`src/rtl/tank_ctrl_gen_if.sv`:
```
// rtl/tank_ctrl_gen_if.sv - player tank controller signal bundle
//
// Groups the game-side inputs and renderer/spawner outputs of tank_ctrl_gen.
//   master : the tank controller (reads requests/map, drives shot, position, sprite word)
//   slave  : the game environment (drives requests/map, reads controller outputs)
// Signals:
//   game_over, killed, up, down, left, right, fire : control requests
//   map_bits [MAP_W*MAP_H]  : wall map, tile (x,y) at bit y*MAP_W+x
//   bullet_fire, bullet_direction[2] : shot pulse and its direction
//   pos_x[10], pos_y[10], lives_left[3], active, tank_state[32] : tank status

interface tank_ctrl_gen_if #(
  parameter int MAP_W = 16,
  parameter int MAP_H = 16
);
  logic                     game_over;
  logic                     killed;
  logic                     up;
  logic                     down;
  logic                     left;
  logic                     right;
  logic                     fire;
  logic [MAP_W*MAP_H-1:0]   map_bits;
  logic                     bullet_fire;
  logic [1:0]               bullet_direction;
  logic [9:0]               pos_x;
  logic [9:0]               pos_y;
  logic [2:0]               lives_left;
  logic                     active;
  logic [31:0]              tank_state;

  modport master (
    input  game_over, killed, up, down, left, right, fire, map_bits,
    output bullet_fire, bullet_direction, pos_x, pos_y, lives_left, active, tank_state
  );

  modport slave (
    output game_over, killed, up, down, left, right, fire, map_bits,
    input  bullet_fire, bullet_direction, pos_x, pos_y, lives_left, active, tank_state
  );
endinterface

```
`src/rtl/tank_ctrl_gen.sv`:
```
// rtl/tank_ctrl_gen.sv - tile-stepped player tank controller with lives/explosion/respawn FSM
//
// Ports:
//   clk   : system clock
//   reset : asynchronous active-high reset
//   bus   : tank_ctrl_gen_if.master (requests and map in; shot, position, lives,
//           active flag and packed OAM word out)

module tank_ctrl_gen #(
  parameter int INIX           = 32,
  parameter int INIY           = 32,
  parameter int PLAYER_INDEX   = 0,
  parameter int TILE_LOG2      = 5,
  parameter int MAP_W          = 16,
  parameter int MAP_H          = 16,
  parameter int MOVE_PERIOD    = 8,
  parameter int FIRE_COOLDOWN  = 4,
  parameter int LIVES          = 3,
  parameter int EXPLODE_CYCLES = 16,
  parameter int RESPAWN_CYCLES = 32
) (
  input  logic             clk,
  input  logic             reset,
  tank_ctrl_gen_if.master  bus
);

  localparam int MT_W   = (MOVE_PERIOD > 1) ? $clog2(MOVE_PERIOD) : 1;
  localparam int CD_W   = (FIRE_COOLDOWN > 0) ? $clog2(FIRE_COOLDOWN + 1) : 1;
  localparam int ST_MAX = (EXPLODE_CYCLES > RESPAWN_CYCLES) ? EXPLODE_CYCLES : RESPAWN_CYCLES;
  localparam int ST_W   = $clog2(ST_MAX + 1);
  localparam int IDX_W  = (MAP_W * MAP_H > 1) ? $clog2(MAP_W * MAP_H) : 1;

  localparam logic [9:0]      STEP       = 10'(2 ** TILE_LOG2);
  localparam logic [9:0]      X0         = 10'(INIX);
  localparam logic [9:0]      Y0         = 10'(INIY);
  localparam logic [MT_W-1:0] MT_RELOAD  = MT_W'(MOVE_PERIOD - 1);
  localparam logic [CD_W-1:0] CD_LOAD    = CD_W'(FIRE_COOLDOWN);
  localparam logic [ST_W-1:0] EXP_LAST   = ST_W'(EXPLODE_CYCLES - 1);
  localparam logic [ST_W-1:0] RSP_LAST   = ST_W'(RESPAWN_CYCLES - 1);
  localparam logic [2:0]      LIVES_INIT = 3'(LIVES);
  localparam logic [1:0]      PIDX       = 2'(PLAYER_INDEX);

  typedef enum logic [1:0] {ALIVE, EXPLODE, RESPAWN, DEAD} state_t;

  state_t          state;
  logic [9:0]      pos_x, pos_y;
  logic [1:0]      dir;
  logic [2:0]      lives;
  logic [MT_W-1:0] move_timer;
  logic [CD_W-1:0] cooldown;
  logic [ST_W-1:0] st_timer;
  logic            bullet_fire;
  logic [1:0]      bullet_dir;
  logic            active;

  // Direction request decode and target-tile wall lookup.
  logic             req;
  logic [1:0]       req_dir;
  int               tile_x, tile_y, tgt_x, tgt_y;
  logic [IDX_W-1:0] map_idx;
  logic             blocked;

  always_comb begin
    req     = 1'b1;
    req_dir = 2'b00;
    if (bus.up)         req_dir = 2'b00;
    else if (bus.down)  req_dir = 2'b01;
    else if (bus.left)  req_dir = 2'b10;
    else if (bus.right) req_dir = 2'b11;
    else                req = 1'b0;

    tile_x = int'(pos_x >> TILE_LOG2);
    tile_y = int'(pos_y >> TILE_LOG2);
    tgt_x  = tile_x;
    tgt_y  = tile_y;
    case (req_dir)
      2'b00:   tgt_y = tile_y - 1;
      2'b01:   tgt_y = tile_y + 1;
      2'b10:   tgt_x = tile_x - 1;
      default: tgt_x = tile_x + 1;
    endcase

    map_idx = IDX_W'(tgt_y * MAP_W + tgt_x);
    // Off-map targets count as walls, so positions can never wrap.
    blocked = 1'b1;
    if (tgt_x >= 0 && tgt_x < MAP_W && tgt_y >= 0 && tgt_y < MAP_H)
      blocked = bus.map_bits[map_idx];
  end

  always_ff @(posedge clk or posedge reset) begin
    if (reset) begin
      state       <= ALIVE;
      pos_x       <= X0;
      pos_y       <= Y0;
      dir         <= 2'b00;
      lives       <= LIVES_INIT;
      move_timer  <= '0;
      cooldown    <= '0;
      st_timer    <= '0;
      bullet_fire <= 1'b0;
      bullet_dir  <= 2'b00;
      active      <= 1'b1;
    end else if (bus.game_over) begin
      bullet_fire <= 1'b0;
    end else begin
      bullet_fire <= 1'b0;
      case (state)
        ALIVE: begin
          if (bus.killed) begin
            // Kill takes priority over any move or shot in the same cycle.
            state    <= EXPLODE;
            st_timer <= '0;
            lives    <= lives - 3'd1;
            active   <= 1'b0;
          end else begin
            if (req) begin
              dir <= req_dir;
              if (move_timer == '0) begin
                move_timer <= MT_RELOAD;
                if (!blocked) begin
                  case (req_dir)
                    2'b00:   pos_y <= pos_y - STEP;
                    2'b01:   pos_y <= pos_y + STEP;
                    2'b10:   pos_x <= pos_x - STEP;
                    default: pos_x <= pos_x + STEP;
                  endcase
                end
              end else begin
                move_timer <= move_timer - MT_W'(1);
              end
            end else begin
              move_timer <= '0;
            end
            // The shot uses the direction already registered, not this cycle's request.
            if (bus.fire && cooldown == '0) begin
              bullet_fire <= 1'b1;
              bullet_dir  <= dir;
              cooldown    <= CD_LOAD;
            end else if (cooldown != '0) begin
              cooldown <= cooldown - CD_W'(1);
            end
          end
        end
        EXPLODE: begin
          if (st_timer == EXP_LAST) begin
            st_timer <= '0;
            state    <= (lives != 3'd0) ? RESPAWN : DEAD;
          end else begin
            st_timer <= st_timer + ST_W'(1);
          end
        end
        RESPAWN: begin
          if (st_timer == RSP_LAST) begin
            st_timer   <= '0;
            state      <= ALIVE;
            active     <= 1'b1;
            pos_x      <= X0;
            pos_y      <= Y0;
            dir        <= 2'b00;
            cooldown   <= '0;
            move_timer <= '0;
          end else begin
            st_timer <= st_timer + ST_W'(1);
          end
        end
        default: ;
      endcase
    end
  end

  // Sprite ROM selection: explosion frames run off the low timer bits.
  logic [2:0] rom_row, rom_col;

  always_comb begin
    rom_row = 3'b000;
    rom_col = 3'b000;
    case (state)
      ALIVE:   rom_col = {1'b0, dir};
      EXPLODE: begin
        rom_row = 3'b001;
        rom_col = 3'(st_timer);
      end
      default: ;
    endcase
  end

  assign bus.bullet_fire      = bullet_fire;
  assign bus.bullet_direction = bullet_dir;
  assign bus.pos_x            = pos_x;
  assign bus.pos_y            = pos_y;
  assign bus.lives_left       = lives;
  assign bus.active           = active;
  assign bus.tank_state       = {1'b0, PIDX, active, pos_x, pos_y, dir, rom_row, rom_col};

endmodule

```
`src/flat_wrapper.sv`:
```
// flat-port wrapper written by rule: the top's interface ports become plain ports
module tank_ctrl_gen_flat 
#(
  parameter int INIX           = 32,
  parameter int INIY           = 32,
  parameter int PLAYER_INDEX   = 0,
  parameter int TILE_LOG2      = 5,
  parameter int MAP_W          = 16,
  parameter int MAP_H          = 16,
  parameter int MOVE_PERIOD    = 8,
  parameter int FIRE_COOLDOWN  = 4,
  parameter int LIVES          = 3,
  parameter int EXPLODE_CYCLES = 16,
  parameter int RESPAWN_CYCLES = 32
)
  (clk, reset, bus_game_over, bus_killed, bus_up, bus_down, bus_left, bus_right, bus_fire, bus_map_bits, bus_bullet_fire, bus_bullet_direction, bus_pos_x, bus_pos_y, bus_lives_left, bus_active, bus_tank_state);
  tank_ctrl_gen_if #(.MAP_W(MAP_W), .MAP_H(MAP_H)) bus_i ();
  input  logic clk;
  input  logic reset;
  input wire logic [$bits(bus_i.game_over)-1:0] bus_game_over;
  input wire logic [$bits(bus_i.killed)-1:0] bus_killed;
  input wire logic [$bits(bus_i.up)-1:0] bus_up;
  input wire logic [$bits(bus_i.down)-1:0] bus_down;
  input wire logic [$bits(bus_i.left)-1:0] bus_left;
  input wire logic [$bits(bus_i.right)-1:0] bus_right;
  input wire logic [$bits(bus_i.fire)-1:0] bus_fire;
  input wire logic [$bits(bus_i.map_bits)-1:0] bus_map_bits;
  output wire logic [$bits(bus_i.bullet_fire)-1:0] bus_bullet_fire;
  output wire logic [$bits(bus_i.bullet_direction)-1:0] bus_bullet_direction;
  output wire logic [$bits(bus_i.pos_x)-1:0] bus_pos_x;
  output wire logic [$bits(bus_i.pos_y)-1:0] bus_pos_y;
  output wire logic [$bits(bus_i.lives_left)-1:0] bus_lives_left;
  output wire logic [$bits(bus_i.active)-1:0] bus_active;
  output wire logic [$bits(bus_i.tank_state)-1:0] bus_tank_state;
  assign bus_i.game_over = bus_game_over;
  assign bus_i.killed = bus_killed;
  assign bus_i.up = bus_up;
  assign bus_i.down = bus_down;
  assign bus_i.left = bus_left;
  assign bus_i.right = bus_right;
  assign bus_i.fire = bus_fire;
  assign bus_i.map_bits = bus_map_bits;
  assign bus_bullet_fire = bus_i.bullet_fire;
  assign bus_bullet_direction = bus_i.bullet_direction;
  assign bus_pos_x = bus_i.pos_x;
  assign bus_pos_y = bus_i.pos_y;
  assign bus_lives_left = bus_i.lives_left;
  assign bus_active = bus_i.active;
  assign bus_tank_state = bus_i.tank_state;
  tank_ctrl_gen #(.INIX(INIX), .INIY(INIY), .PLAYER_INDEX(PLAYER_INDEX), .TILE_LOG2(TILE_LOG2), .MAP_W(MAP_W), .MAP_H(MAP_H), .MOVE_PERIOD(MOVE_PERIOD), .FIRE_COOLDOWN(FIRE_COOLDOWN), .LIVES(LIVES), .EXPLODE_CYCLES(EXPLODE_CYCLES), .RESPAWN_CYCLES(RESPAWN_CYCLES)) u_core (.clk(clk), .reset(reset), .bus(bus_i));
endmodule
```
`config.mk`:
```
export PLATFORM = sky130hd
export DESIGN_NAME = tank_ctrl_gen_flat
export DESIGN_NICKNAME = d
export VERILOG_FILES = /design/src/rtl/tank_ctrl_gen_if.sv /design/src/rtl/tank_ctrl_gen.sv /design/src/flat_wrapper.sv
export SDC_FILE = /design/constraint.sdc
export NUM_CORES = 1
export LEC_CHECK = 0
export CAP_MARGIN = 20
export CORE_MARGIN = 2
export CORE_UTILIZATION = 30
export DETAILED_ROUTE_END_ITERATION = 6
export HOLD_SLACK_MARGIN = 0.03
export MAX_ROUTING_LAYER = met4
export PLACE_DENSITY = 0.67
export RECOVER_POWER = 50
export SLEW_MARGIN = 15
export SYNTH_ARGS = -nofsm -noshare
export SYNTH_HDL_FRONTEND = slang
export SYNTH_SLANG_ARGS = --single-unit
```
`constraint.sdc`:
```
create_clock -name clk -period 5.45 [get_ports clk]
set_clock_uncertainty 0.1 [all_clocks]
set_input_delay 1.09 -clock clk [delete_from_list [all_inputs] [get_ports clk]]
set_output_delay 1.09 -clock clk [all_outputs]
set_load 0.01 [all_outputs]
```
# --- Yosys cells after proc, flatten, opt, wreduce, memory -nomap -nowiden ---
# Index checks and enable logic that the tools add are counted.
op_classes:
  n_addsub: 13
  order_cmp: 5
  eq_ne: 16
  mux: 56
  bitwise_logic: 2
  reduce_logical: 23
op_table:
  columns: ["op", "count"]
  rows:
  - ["$pmux 32 s2", 2]
  - ["$mux 10", 9]
  - ["$pmux 10 s2", 4]
  - ["$ge 32x1->1 const B", 2]
  - ["$lt 32x6->1 const B", 2]
  - ["$mux 3", 7]
  - ["$add 10x6->10 const B", 2]
  - ["$sub 10x6->10 const B", 2]
  - ["$mux 2", 9]
  - ["$mux 6", 3]
  - ["$pmux 3 s2", 3]
  - ["$pmux 6 s3", 1]
  - ["$reduce_and 8->1", 2]
  - ["$reduce_and 5->1", 3]
  - ["$mux 1", 14]
  - ["$add 5x1->6 const B", 2]
  - ["$reduce_and 4->1", 3]
  - ["$sub 5x1->6 const B", 2]
  - ["$lt 8x9->1 const B", 1]
  - ["$reduce_bool 3->1", 3]
  - ["$sub 3x1->3 const B", 3]
  - ["$add 8x8->8", 1]
  - ["$bmux 1 s8", 1]
  - ["$ne 2x1->1 const B", 4]
  - ["other kinds (18)", 30]
word_totals:
  reg_bits: 43
  inputBits: 265
  wordCells: 126

# --- Depth between registers and ports, before layout ---
depth:
  word_depth: 17
  mapped_depth: 19
  depth_no_buf: 18

# --- Worst setup path before layout ---
# Ideal clock, no wire load.
synth_timing:
  kind: "input port to flip-flop"
  start: "input bus_left"
  end: "register u_core.pos_x[7] (netlist: u_core.bus.pos_x[7])"
  setup_ns: 0.128
  t_arrival_ns: 4.908
  t_required_ns: 5.222
  setup_slack_ns: 0.314
  path_stages: 15
  path_buffers: 1
  cell_sequence: "buf_2 or4b_4 or4_4 o21ai_0 ha_1 a211oi_1 or3b_2 and2_1 a211oi_4 and2_1 o21ai_1 or4_1 and4_4 nor3_4 mux2_1"
synth_between:
  elab_chain_len: 13
synth_lines:
  columns: ["element", "line_no", "source"]
  rows:
  - ["start: declaration", "flat_wrapper.sv:24", "input wire logic [$bits(bus_i.left)-1:0] bus_left;"]
  - ["parallel branches: the longest is 13 deep, another holds $add 8x8->8", null, null]
  - ["end signal: assignment", "tank_ctrl_gen.sv:124", "2'b10: pos_x <= pos_x - STEP;"]
  - ["end signal: assignment", "tank_ctrl_gen.sv:125", "default: pos_x <= pos_x + STEP;"]
  - ["end: declaration", "tank_ctrl_gen.sv:46", "logic [9:0] pos_x, pos_y;"]
# Parallel ways; which one is timed is not known. The select of a mux whose other input is x is not followed.
# A chain may end at the register's enable or synchronous reset.

# --- Worst setup path after layout ---
layout_timing:
  start: "input bus_left"
  end: "register u_core.pos_x[9] (netlist: u_core.bus.pos_x[9])"
# Same word-level chain as after synthesis.

==> key figures <==
Outcome
  – Status: finished with violations
  – Failing checks: max-capacitance violations, max-slew violations

Floorplanning
  – Die H: 137 um
  – Core area: 17300 um2
  – IO Pins: 324
  – Row cnt: 48
  – Die area: 18800 um2
  – Die W: 137 um
  – Initial Utilization: 0.307

CTS
  – H-tree depth: 2
  – Worst-skew pair later-pin latency: 280 ps
  – Post-CTS Setup Bufs: 0
  – CTS tree: built
  – CTS clock-pin slew for the worst setup and hold paths: 60 ps
  – Clock Path Buffers: 2
  – Clock root cell: clkbuf_16
  – Clk sink count: 33
  – CTS Buf Count: 5

Worst setup path
  – CP Class: primary input to flip-flop
  – Critical Path AT: 5300 ps
  – Worst path slowest cell: or4_1
  – Data required, critical path: 5520 ps
  – R2r setup slk: 830 ps
  – CP Max Fanout: 5
  – Critical path buffer and inverter count: 1
  – Register-to-Register Path Depth: 13
  – FF-to-FF End: u_core.bus.pos_x[9]
  – Crit-path cells: clkdlybuf4s50_1 > or4b_4 > or4_4 > o21ai_0 > ha_1 > a211oi_1 > or3b_2 > and2_1 > a211oi_4 > o211ai_1 > or4_1 > and4_4 > o41a_1 > a31o_1
  – Worst R2R Start: u_core.bus.pos_x[6]
  – Crit path max-delay family: simple AND/OR/NAND/NOR gates
  – Setup crit end kind: flip-flop
  – Delay of the slowest critical-path stage: 570 ps
  – CP Launch Type: primary input

STA
  – Fmax: 191 MHz
  – Unrepaired setup endpoints after global routing: no
  – Final Hold Fails: 0
  – Fin Hold WS: 380 ps
  – Worst slew pin tran: 1880 ps
  – Pins Over Slew Limit: 34
  – Slew headroom: -0.252
  – Period minus WS final: 5230 ps
  – Period utilization: 0.959
  – Final setup vio count: 0

Route
  – Post-DRT Antenna Nets: 0
  – Routed len/inst: 19.3 um
  – Via/cell ratio: 5.23
  – Drc violations: 0
  – Wl on met1: 9.54 mm
  – Met2 wire length: 11.6 mm
  – Pre-antenna DRT Iters: 5
  – Violation count after the first detailed-routing iteration: 413
  – WL final: 23.2 mm
  – DR vias: 6285
  – Metal3 WL: 1.68 mm
  – Uppermost layer routed: met4

Finish
  – Layout cells sized above 1: 0.107
  – Area of the multi-input gates: 4030 um2
  – Layout fillers: 1675
  – Non-Filler Instances: 1201
  – Final Core Density: 0.506
  – Sequential cell area: 832 um2
  – Nets@finish: 1265
  – Layout area overhead: 65.1%

Logic synthesis
  – Seq cells post-synth: 33
  – Post-synth EDFFs: 0
  – Post-synth ARST share: 1.00
  – Mean Syn Cell Area: 7.86 um2
  – Synth cell count leaders: nand2_1 (137), nor2_1 (39), buf_4 (38)
  – Syn. warnings: 0
  – Main area contributors after synthesis: dfrtp_1 (13%), mux4_2 (12%), nand2_1 (9.7%)
  – Top-count cell post-synth: nand2_1
  – Cells after synthesis: 675
  – Seq/Total Area, Yosys: 0.157
  – Post-synth top area share: 0.132
  – Cell variety after synth: 80
  – Cell taking the most area after synthesis: dfrtp_1
  – Synth Cell Area: 5300 um2
  – Main synth FF type: dfrtp_1

Global route
  – Global-route wire length before repair: 33.8 mm
  – Initial antenna violation count: 1
  – Global route overflow: 0
  – Tot GR Track Use: 0.243
  – Number of global-route vias before repair: 6067
  – Largest net degree at the start of global routing: 47

Power
  – Cell Pwr Density: 488 nW/um2
  – Leak: 3.58 nW
  – Largest vdd supply drop: 0.291 mV

Worst hold path
  – Hold path start: u_core.bus.bullet_direction[1]
  – HP Class: flip-flop to flip-flop
  – Hold path depth: 2
  – Worst hold endpoint: u_core.bus.bullet_direction[1]

Place
  – Hpwl dp: 19.4 mm
  – IO Port Bufs: 298
  – Placed cell count: 1192
  – Gpl congestion: 0.986

Job
  – Maxcap violations: 1
-- worst min-delay path: cells and delay by family (launching register included) --
family | cells | cell delay [ps]
flip-flops | 1 | 340
AND/OR/NAND/NOR | 2 | 110
-- how the worst max path moves through the flow --
stage | start | endpoint | slack [ps] | cells past startpoint
after global routing | bus_left | u_core.bus.pos_x[9] | 20 | 14
after CTS | bus_left | u_core.bus.pos_y[7] | 190 | 16
final | bus_left | u_core.bus.pos_x[9] | 220 | 14
after global placement | bus_left | u_core.bus.pos_x[8] | 6 | 15
after floorplan | bus_left | u_core.bus.pos_x[7] | 310 | 15
after detailed placement | bus_left | u_core.bus.pos_y[7] | -80 | 14
-- flip-flops by register name, indices dropped and copies added, names as in the netlist --
signal and count:
u_core.cooldown 3, u_core.bus.pos_y 5, u_core.state 2, u_core.dir 2, u_core.bus.pos_x 5, u_core.bus.active 1, u_core.st_timer 6, u_core.bus.bullet_direction 2
u_core.bus.lives_left 3, u_core.bus.bullet_fire 1, u_core.move_timer 3
-- layout by cell type, fill, tap and decap left out, types with 4 or more instances in the layout --
cell type        count
nand2b_1            10
and2_1               4
a21oi_1             23
nand2_1            137
buf_4               36
nor2_1              38
nand4_1              8
mux4_2              28
o211ai_1             5
a311oi_1             6
inv_1               32
mux2i_1             26
dfstp_2              5
conb_1              25
nor2b_1              5
dfrtp_1             28
or3_1                4
clkdlybuf4s50_1    288
a32oi_1             13
dlygate4sd3_1       10
ha_1                24
a31oi_1             10
o21ai_1              5
nand3_1             36
a21o_1               5
mux2_1               6
clkbuf_16            5
nor3_1              11
xnor2_1              8
nand3b_1             4
o21ai_0             28
xor2_1               4
and3_1               8
-- cell families after synthesis --
family / after synthesis / share of synthesized area
mux: 62 / 0.185
simple gates: 295 / 0.269
flops: 33 / 0.157
buf+inv: 102 / 0.108
fa+ha+maj: 27 / 0.0661
compound gates: 143 / 0.195
xor+xnor: 12 / 0.0198
other cells: 1 / 0.000707
-- through the flow --
step	total power, mW	TNS (ps)	setup slack, ps	cell area (um2)
finish	4.27	0	221	8760
global route	4.60	0	24.5	8760
CTS	4.22	0	191	8740
detailed placement	3.86	-502	-82.7	8560
global placement	3.85	0	5.94	8560
floorplan	2.69	0	314	5390
-- report_power, final --
group          total (mW)  switching (mW)  internal [mW]
logic                3.41            1.86           1.55
registers           0.523           0.166          0.358
clock network       0.340           0.112          0.228
-- area by class of cell --
type / instances / area share
clock inverter: 2 / 0.00429
clock buffer: 6 / 0.0159
multi-input combinational: 564 / 0.460
sequential: 33 / 0.0950
inverter: 32 / 0.0137
timing repair buffer: 338 / 0.379
antenna: 1 / 0.000286
tap: 225 / 0.0322
-- repair_timing --
action                     CTS  global route
resized for setup            0             3
hold buffers                 0             0
setup endpoints to repair    0             8
-- layer usage --
layer | vias up | GRT usage
li1 | 3021 | -
met1 | 2955 | 0.308
met2 | 286 | 0.402
met3 | 23 | 0.0393
met4 | 0 | 0.0636
met5 | - | -
Note: power is estimated with default switching activity, not from simulation.
